**src/rtl/adder_arb_2r.sv**
```systemverilog
// adder_arb_2r: two requesters share one WIDTH-bit adder through a
// round-robin arbiter. The winning sum lands in a single-entry output
// buffer tagged with the requester id, held under valid/ready backpressure.
module adder_arb_2r #(
    parameter int WIDTH = 4
) (
    input  logic             i_clk,
    input  logic             i_rst_n,
    input  logic             i_req0_valid,
    output logic             o_req0_ready,
    input  logic [WIDTH-1:0] i_req0_a,
    input  logic [WIDTH-1:0] i_req0_b,
    input  logic             i_req1_valid,
    output logic             o_req1_ready,
    input  logic [WIDTH-1:0] i_req1_a,
    input  logic [WIDTH-1:0] i_req1_b,
    output logic             o_res_valid,
    input  logic             i_res_ready,
    output logic [WIDTH:0]   o_res_sum,
    output logic             o_res_id,
    output logic             o_busy
);

    typedef enum logic {
        EMPTY = 1'b0,
        FULL  = 1'b1
    } state_t;

    state_t         state;
    state_t         state_next;
    logic           last_grant;
    logic           candidate;
    logic           can_accept;
    logic           xfer0;
    logic           xfer1;
    logic [WIDTH:0] sum_next;

    // Round-robin pick: a lone requester wins, a tie goes to whoever did not win last
    always_comb begin
        candidate = 1'b0;
        if (i_req0_valid && i_req1_valid) begin
            candidate = ~last_grant;
        end else if (i_req1_valid) begin
            candidate = 1'b1;
        end
    end

    // The buffer can take a new result when empty or when it drains this same cycle
    always_comb begin
        can_accept   = (state == EMPTY) || i_res_ready;
        o_req0_ready = (candidate == 1'b0) && i_req0_valid && can_accept;
        o_req1_ready = (candidate == 1'b1) && i_req1_valid && can_accept;
        xfer0        = i_req0_valid && o_req0_ready;
        xfer1        = i_req1_valid && o_req1_ready;
        sum_next     = xfer1 ? ({1'b0, i_req1_a} + {1'b0, i_req1_b})
                             : ({1'b0, i_req0_a} + {1'b0, i_req0_b});
    end

    // Buffer occupancy: a transfer always fills it, a drain without a transfer empties it
    always_comb begin
        state_next = state;
        if (xfer0 || xfer1) begin
            state_next = FULL;
        end else if ((state == FULL) && i_res_ready) begin
            state_next = EMPTY;
        end
    end

    // Occupancy register; reset discards any buffered result
    always_ff @(posedge i_clk or negedge i_rst_n) begin
        if (!i_rst_n) begin
            state <= EMPTY;
        end else begin
            state <= state_next;
        end
    end

    // Result payload and grant pointer only move on a transfer, so stalls keep priority
    always_ff @(posedge i_clk or negedge i_rst_n) begin
        if (!i_rst_n) begin
            o_res_sum  <= '0;
            o_res_id   <= 1'b0;
            last_grant <= 1'b1;
        end else if (xfer0 || xfer1) begin
            o_res_sum  <= sum_next;
            o_res_id   <= xfer1;
            last_grant <= xfer1;
        end
    end

    assign o_res_valid = (state == FULL);
    assign o_busy      = (state == FULL) && !i_res_ready;

endmodule

```
**config.mk**
```make
export PLATFORM = sky130hd
export DESIGN_NAME = adder_arb_2r
export DESIGN_NICKNAME = d
export VERILOG_FILES = /design/src/rtl/adder_arb_2r.sv
export SDC_FILE = /design/constraint.sdc
export NUM_CORES = 1
export LEC_CHECK = 0
export CAP_MARGIN = 5
export CORE_MARGIN = 2
export CORE_UTILIZATION = 40
export CTS_CLUSTER_SIZE = 20
export DETAILED_ROUTE_END_ITERATION = 16
export GPL_ROUTABILITY_DRIVEN = 0
export HOLD_SLACK_MARGIN = 0.02
export PLACE_DENSITY = 0.8
export REMOVE_ABC_BUFFERS = 1
export SETUP_SLACK_MARGIN = 0.3
export SLEW_MARGIN = 15
export SYNTH_ARGS = -nofsm -noshare
export SYNTH_HDL_FRONTEND = slang
export SYNTH_SLANG_ARGS = --single-unit
```
**constraint.sdc**
```tcl
create_clock -name i_clk -period 1.6 [get_ports i_clk]
set_clock_uncertainty 0.1 [all_clocks]
set_input_delay 0.32 -clock i_clk [delete_from_list [all_inputs] [get_ports i_clk]]
set_output_delay 0.32 -clock i_clk [all_outputs]
set_load 0.02 [all_outputs]
```
# Yosys cells after proc, flatten, opt, wreduce, memory -nomap -nowiden
# Cells that the tools add are included.
# W data, S select, Z words.
word_totals:
  output_inout_bits: 10
  in_bits: 21
  word_cells: 27
  ff_bits: 8
op_classes:
  add_sub_neg: 2
  mux: 5
  n_reduce_logical: 13
  bitwise_logic: 3
ops:
  columns: ["operator", "n"]
  rows:
  - ["$add A4 B4 Y5", 2]
  - ["$logic_and A1 B1 Y1", 9]
  - ["$mux W5", 1]
  - ["$mux W1", 4]
  - ["$not A1 Y1", 3]
  - ["$logic_or A1 B1 Y1", 2]
  - ["$reduce_bool A2 Y1", 1]
  - ["$logic_not A1 Y1", 1]

# Logic depth before layout (Yosys ltp)
# Gate-level depths: netlist of the first run.
depth:
  ltp_word: 8
  depth_mapped: 7
  ltp_nobuf: 7

# Worst setup path before layout of the first run
# OpenSTA, ideal clock, no wires.
synth_path:
  kind: "reg2reg"
  from: "register state (netlist: o_res_valid)"
  to: "register o_res_sum[1]"
  n_path_buf: 0
  path_slack_ns: 0.001
  setup_ns: 0.171
  arrival_time_ns: 1.328
  synth_period_minus_slack_ns: 1.599
  stages_incl_launch_ff: 5
  t_required_ns: 1.329
  cell_sequence: "dfrtp_1 nand2b_4 nand2_1 a21oi_1 a221oi_1"
synth_between:
  elab_chain_cells: 5
  word_cells_on_any_way: 8
  classes_between: "1 x mux; 1 x bitwise; 6 x reduce/logical"
synth_lines:
  columns: ["item", "line", "source"]
  rows:
  - ["start: declaration", "29", "state_t state;"]
  - ["start signal: assignment", "74", "state <= state_next;"]
  - ["$not A1 Y1", "50", "can_accept = (state == EMPTY) || i_res_ready;"]
  - ["$logic_or A1 B1 Y1", "50", null]
  - ["$logic_and A1 B1 Y1", "51", "o_req0_ready = (candidate == 1'b0) && i_req0_valid && can_accept;"]
  - ["net o_req0_ready", "10", "output logic o_req0_ready,"]
  - ["$logic_and A1 B1 Y1", "53", "xfer0 = i_req0_valid && o_req0_ready;"]
  - ["$logic_or A1 B1 Y1", "84", "end else if (xfer0 || xfer1) begin"]
  - ["end signal: assignment", "85", "o_res_sum <= sum_next;"]
  - ["end: declaration", "19", "output logic [WIDTH:0] o_res_sum,"]
# The timed path passes the listed nets, and every way through them passes these cells.
# A chain may end at the register's enable or synchronous reset.

# Final worst setup path of the first run
layout_path:
  from: "register last_grant"
  to: "output o_req0_ready"
layout_between:
  elab_chain_cells: 5
layout_lines:
  columns: ["item", "line", "source"]
  rows:
  - ["start: declaration", "31", "logic last_grant;"]
  - ["start signal: assignment", "87", "last_grant <= xfer1;"]
  - ["$not A1 Y1", "42", "candidate = ~last_grant;"]
  - ["$mux W1", "41", "if (i_req0_valid && i_req1_valid) begin"]
  - ["$not A1 Y1", "51", null]
  - ["$logic_and A1 B1 Y1 (2 in series)", "51", null]
  - ["end: declaration", "10", null]
# No other way between the ends.

==> results.toml, run 1 <==
[status]
status = "finished clean"

[global_route]
grt_usage_pct = 27.6
grt_pass1_wl_mm = 3.88
antenna_found_initial = 0
grt_max_degree = 9
grt_pass1_vias = 789
grt_remaining_overflow = 0

[worst_setup_path]
worstPathArrival_ns = 1.17
r2r_cells = 6
startpoint_type = "flop"
r2r-start = "last_grant"
crit_required_ns = 1.18
r2r_slack_ns = 0.11
r2r_end = "o_res_sum[3]"
crit_fanout = 2
crit_type = "flop to output port"
cp-end-kind = "output port"

[layout]
fin_area_sq_um = 1360
syn_to_final_growth_pct = 104
final_cell_mix = "buf_6 (15), buf_4 (14), buf_2 (13), ha_4 (8), dfrtp_1 (7)"
layout_commonest_cell = "buf_6"
nets = 153
n_fill_cell = 72
fin_util_pct = 88.1
drive_above_1_share_pct = 72.7
diodes = 0

[die]
rows = 14
start_util_pct = 43.2
fp.dieArea_sq_um = 2010
io_pins = 31
die_w_um = 44.8
die_h_um = 44.8
coreArea_sq_um = 1540

[routing]
routedWlPerCell_um = 18.5
drc = 0
vias = 737
dr.pass1.iters = 4
antenna_left = 0
drtIter0Drc = 10
routed_wl_mm = 2.53
vias_per_cell = 5.38

[sta]
fin_crit_sh_pct = 99.3
finalMaxSlewViolations = 0
rsz0062_at_grt = "true"
min_period_ns = 1.59
whs_ns = 0.254
slew_headroom_pct = 73.6
setup_viol = 0
setup_tns_ns = 0
tightest_slew_ns = 0.394
finalHoldViolations = 0
fmax_mhz = 629

[synthesis]
ys_seq_area_share_pct = 30.3
async_flop_share_pct = 100
yosysTopAreaCell = "dfrtp_1"
ys_ff_latch = 8
ys.flop_type = "dfrtp_1"
synth_cells = 64
syn_area_sq_um = 666
syn_avg_cell_area_sq_um = 10.4
yosys.area.top_type_share_pct = 26.3
synth_edf_count = 0
synth_warnings = 0
ys_types = 29
synthTopCellsByArea = "dfrtp_1 (26%), ha_1 (15%), fa_1 (6.0%), inv_1 (5.6%), dfstp_2 (3.9%)"

[power_and_ir_drop]
p_total_mw = 1.07
cellLeakagePower_nw = 0.627
peakVddDrop_mv = 0.706
p_per_area_nw_per_um2 = 789

[place]
hpwl_mm = 1.42
port_buffers = 30
dpl-instance-area_sq_um = 1070

[clock_tree]
postCtsHoldBufs = 0
clock-sinks = 8
clk_latency_ns = 0.25
h-tree-depth = 1
root_buffer = "clkbuf_4"
cts_buffers = 3
clk_pin_slew_ns = 0.06
clock_path_buffers = 2
cts_tree = "done"

[run]
max_cap_violations = 0

[hold_path]
worstHoldPathType = "primary input to asynchronous set/reset pin"
==> cells in the mapped netlist, types with 2 or more instances <==
cell type and count:
a211oi_2 2, a21oi_1 4, dfrtp_1 7, fa_1 2, ha_1 8, inv_1 10
nand2_1 2, nor2_1 3, o21a_1 2, o21ai_0 4, o21ba_2 2
==> stage by stage <==
step           setup WS [ns]  cells
6_report              0.0111    137
5_1_grt              -0.0256    137
4_1_cts               0.0235    134
3_5_place_dp          -0.633    121
3_3_place_gp          -0.575    121
2_1_floorplan       0.000988     64
==> layer usage <==
metal  part of all wire, %  GRT usage (%)  up-vias
met5                     0              0        -
met4                   2.4           7.65        0
met3                   4.6           8.00        8
met2                    52           47.8       28
met1                    41           33.4      365
li1                      -              -      336
==> state kept, by name, summed over array words and instances (netlist names) <==
register and cells:
last_grant 1, o_res_sum 5, o_res_id 1, o_res_valid 1
==> worst max-delay path by stage <==
stage | start | to | slack [ns] | depth (start not counted)
after global routing | last_grant | o_req0_ready | -0.03 | 3
after floorplan | o_res_valid | o_res_sum[1] | 0.001 | 4
after CTS | last_grant | o_req0_ready | 0.02 | 3
final | last_grant | o_req0_ready | 0.01 | 3
after detailed placement | i_req0_valid | o_req0_ready | -0.63 | 4
after global placement | i_res_ready | o_req0_ready | -0.58 | 5
==> area by class of cell <==
| class | instances | area, sq um | share of cell area (%) |
|---|---|---|---|
| repair buffers | 53 | 445 | 32.8 |
| inverters | 11 | 46.3 | 3.41 |
| clock buffers | 4 | 26.3 | 1.93 |
| flip-flops and latches | 8 | 201 | 14.8 |
| multi-input cells | 45 | 619 | 45.6 |
| well taps | 16 | 20.0 | 1.47 |
==> power by group <==
| part | internal (mW) | leakage [nW] | switching, mW | total [mW] |
|---|---|---|---|---|
| combinational | 0.326 | 0.522 | 0.288 | 0.614 |
| sequential | 0.256 | 0.0897 | 0.0354 | 0.291 |
| clock | 0.0956 | 0.0150 | 0.0715 | 0.167 |
==> timing repair <==
action | in CTS | in global routing
gates resized for setup | 129 | 27
buffers inserted | 9 | 3
endpoints found under the setup margin | 18 | 10
pin swaps | 27 | 9
==> kinds of logic (layout without fill, tap and decap cells) <==
group                      after synthesis  after routing  synth area share, %
DFF                                      8              8                 30.3
muxes                                    2              2                 3.76
xor gates and xnor gates                 2              2                 2.63
adders and majority gates               10             10                 21.1
buffers and inverters                   11             68                 6.58
AOI/OAI and AO/OA                       21             21                 26.1
and+or+nand+nor                         10             10                 9.59
==> critical path, stage by stage, from the launching register on <==
cell	delay, ns
dfstp_2	0.57
inv_2	0.06
a21oi_2	0.13
buf_4	0.16
No activity file was read; power rests on OpenSTA's default activity.
==> run 2, diff against run 1 <==
--- a/config.mk
+++ b/config.mk
@@ -5,6 +5,7 @@
 export SDC_FILE = /design/constraint.sdc
 export NUM_CORES = 1
 export LEC_CHECK = 0
+export ABC_CLOCK_PERIOD_IN_PS = 1650
 export CAP_MARGIN = 5
 export CORE_MARGIN = 2
 export CORE_UTILIZATION = 40
==> constraint.sdc (replaced) <==
create_clock -name i_clk -period 1.65 [get_ports i_clk]
set_clock_uncertainty 0.1 [all_clocks]
set_input_delay 0.33 -clock i_clk [delete_from_list [all_inputs] [get_ports i_clk]]
set_output_delay 0.33 -clock i_clk [all_outputs]
set_load 0.02 [all_outputs]
==> results.toml, run 2 (same netlist as run 1, synthesis figures left out) <==
[status]
status = "finished clean"

[worst_setup_path]
slowest_stage = "dfstp_2"
crit_fanout = 2
worstPathCellList = "inv_2 -> a21oi_2 -> buf_4"
crit_type = "flop to output port"
crit_required_ns = 1.22
r2r_cells = 6
worstPathArrival_ns = 1.19
startpoint_type = "flop"
cpPeakStageDelay_ns = 0.56
cp-end-kind = "output port"

[layout]
final_cell_mix = "buf_4 (21), buf_6 (13), buf_2 (9), ha_4 (8), dfrtp_1 (7)"
largest_reg_flops = 5
layout_commonest_cell = "buf_4"
nets = 154
diodes = 0
syn_to_final_growth_pct = 101
top_register = "o_res_sum"
drive_above_1_share_pct = 72.1
instances_no_fill = 138
fin_util_pct = 86.7

[sta]
finalMaxSlewViolations = 0
fin_crit_sh_pct = 98.1
setup_tns_ns = 0
rsz0062_at_grt = "true"
setup_viol = 0
tightest_slew_ns = 0.431
finalHoldViolations = 0
fmax_mhz = 618
min_period_ns = 1.62
slew_headroom_pct = 71.2

[clock_tree]
clock_path_buffers = 2
cts_tree = "done"
clk_pin_slew_ns = 0.06
root_buffer = "clkbuf_4"
clock-sinks = 8
postCtsHoldBufs = 0
clk_latency_ns = 0.25
cts_buffers = 3
h-tree-depth = 1

[global_route]
grt_remaining_overflow = 0
grt_pass1_vias = 802
grt_max_degree = 9
antenna_found_initial = 0
grt_usage_pct = 27.5
grt_pass1_wl_mm = 3.82

[routing]
drc = 0
drtIter0Drc = 19
routed_wl_mm = 2.67
routedWlPerCell_um = 19.3
vias = 765
dr.pass1.iters = 4
vias_per_cell = 5.54
antenna_left = 0

[die]
die_w_um = 44.8
io_pins = 31
coreArea_sq_um = 1540
rows = 14
start_util_pct = 43.2
fp.dieArea_sq_um = 2010
die_h_um = 44.8

[run]
max_cap_violations = 0

[place]
hpwl_mm = 1.42
dp_cells = 121
port_buffers = 30

[hold_path]
worstHoldPathType = "primary input to asynchronous set/reset pin"

[power_and_ir_drop]
p_per_area_nw_per_um2 = 759
peakVddDrop_mv = 0.743
cellLeakagePower_nw = 0.625
p_total_mw = 1.01
==> run 2: what timing repair did <==
item	4_1_cts	5_1_grt
gates cloned	0	0
pin swaps	25	15
resized for setup	121	28
buffers inserted	9	4
hold endpoints to repair	0	0
setup endpoints to repair	17	14
==> run 2: power breakdown <==
| part | total (mW) | internal [mW] | switching, mW |
|---|---|---|---|
| clock | 0.164 | 0.0928 | 0.0714 |
| combinational | 0.567 | 0.295 | 0.272 |
| sequential | 0.283 | 0.248 | 0.0353 |
==> run 2: path summary, 6_finish.rpt <==
kind / startpoint / endpoint / slack (ns)
setup / recovery: last_grant / o_req0_ready / 0.03
hold / removal: i_rst_n / o_res_sum[0] / 0.28
setup reg to reg: last_grant / o_res_sum[3] / 0.17
hold reg to reg: o_res_sum[3] / o_res_sum[3] / 0.42
max in group asynchronous: i_rst_n / last_grant / 0.84
min in group i_clk: i_req1_a[0] / o_res_sum[0] / 0.37
==> run 2: final cells by class <==
| type | instances | area (sq um) |
|---|---|---|
| well taps | 16 | 20.0 |
| flip-flops and latches | 8 | 201 |
| multi-input cells | 45 | 604 |
| inverters | 11 | 43.8 |
| fillers | 73 | 205 |
| repair buffers | 54 | 440 |
| clock buffers | 4 | 26.3 |
==> run 2: routing by layer <==
layer	up-vias	GRT usage [%]	part of all wire, %
li1	341	-	-
met5	-	0	0
met3	10	8.00	5.7
met1	367	31.5	41
met4	0	8.82	3.5
met2	47	49.0	50
==> run 2: per-stage QoR <==
stage	instance area, sq um	hold WS, ns	worst slack [ns]
3_5_place_dp	1070	0.399	-0.603
3_3_place_gp	1070	0.398	-0.545
4_1_cts	1310	0.258	0.0635
5_1_grt	1340	0.277	0.00339
6_report	1340	0.280	0.0318
2_1_floorplan	666	-0.0656	0.0436
==> run 2: worst max-delay path, delay by kind of cell (launching register included) <==
family                 cells  cell delay, ns
AO/OA/AOI/OAI              1            0.15
buffers and inverters      2            0.22
flip-flops                 1            0.56
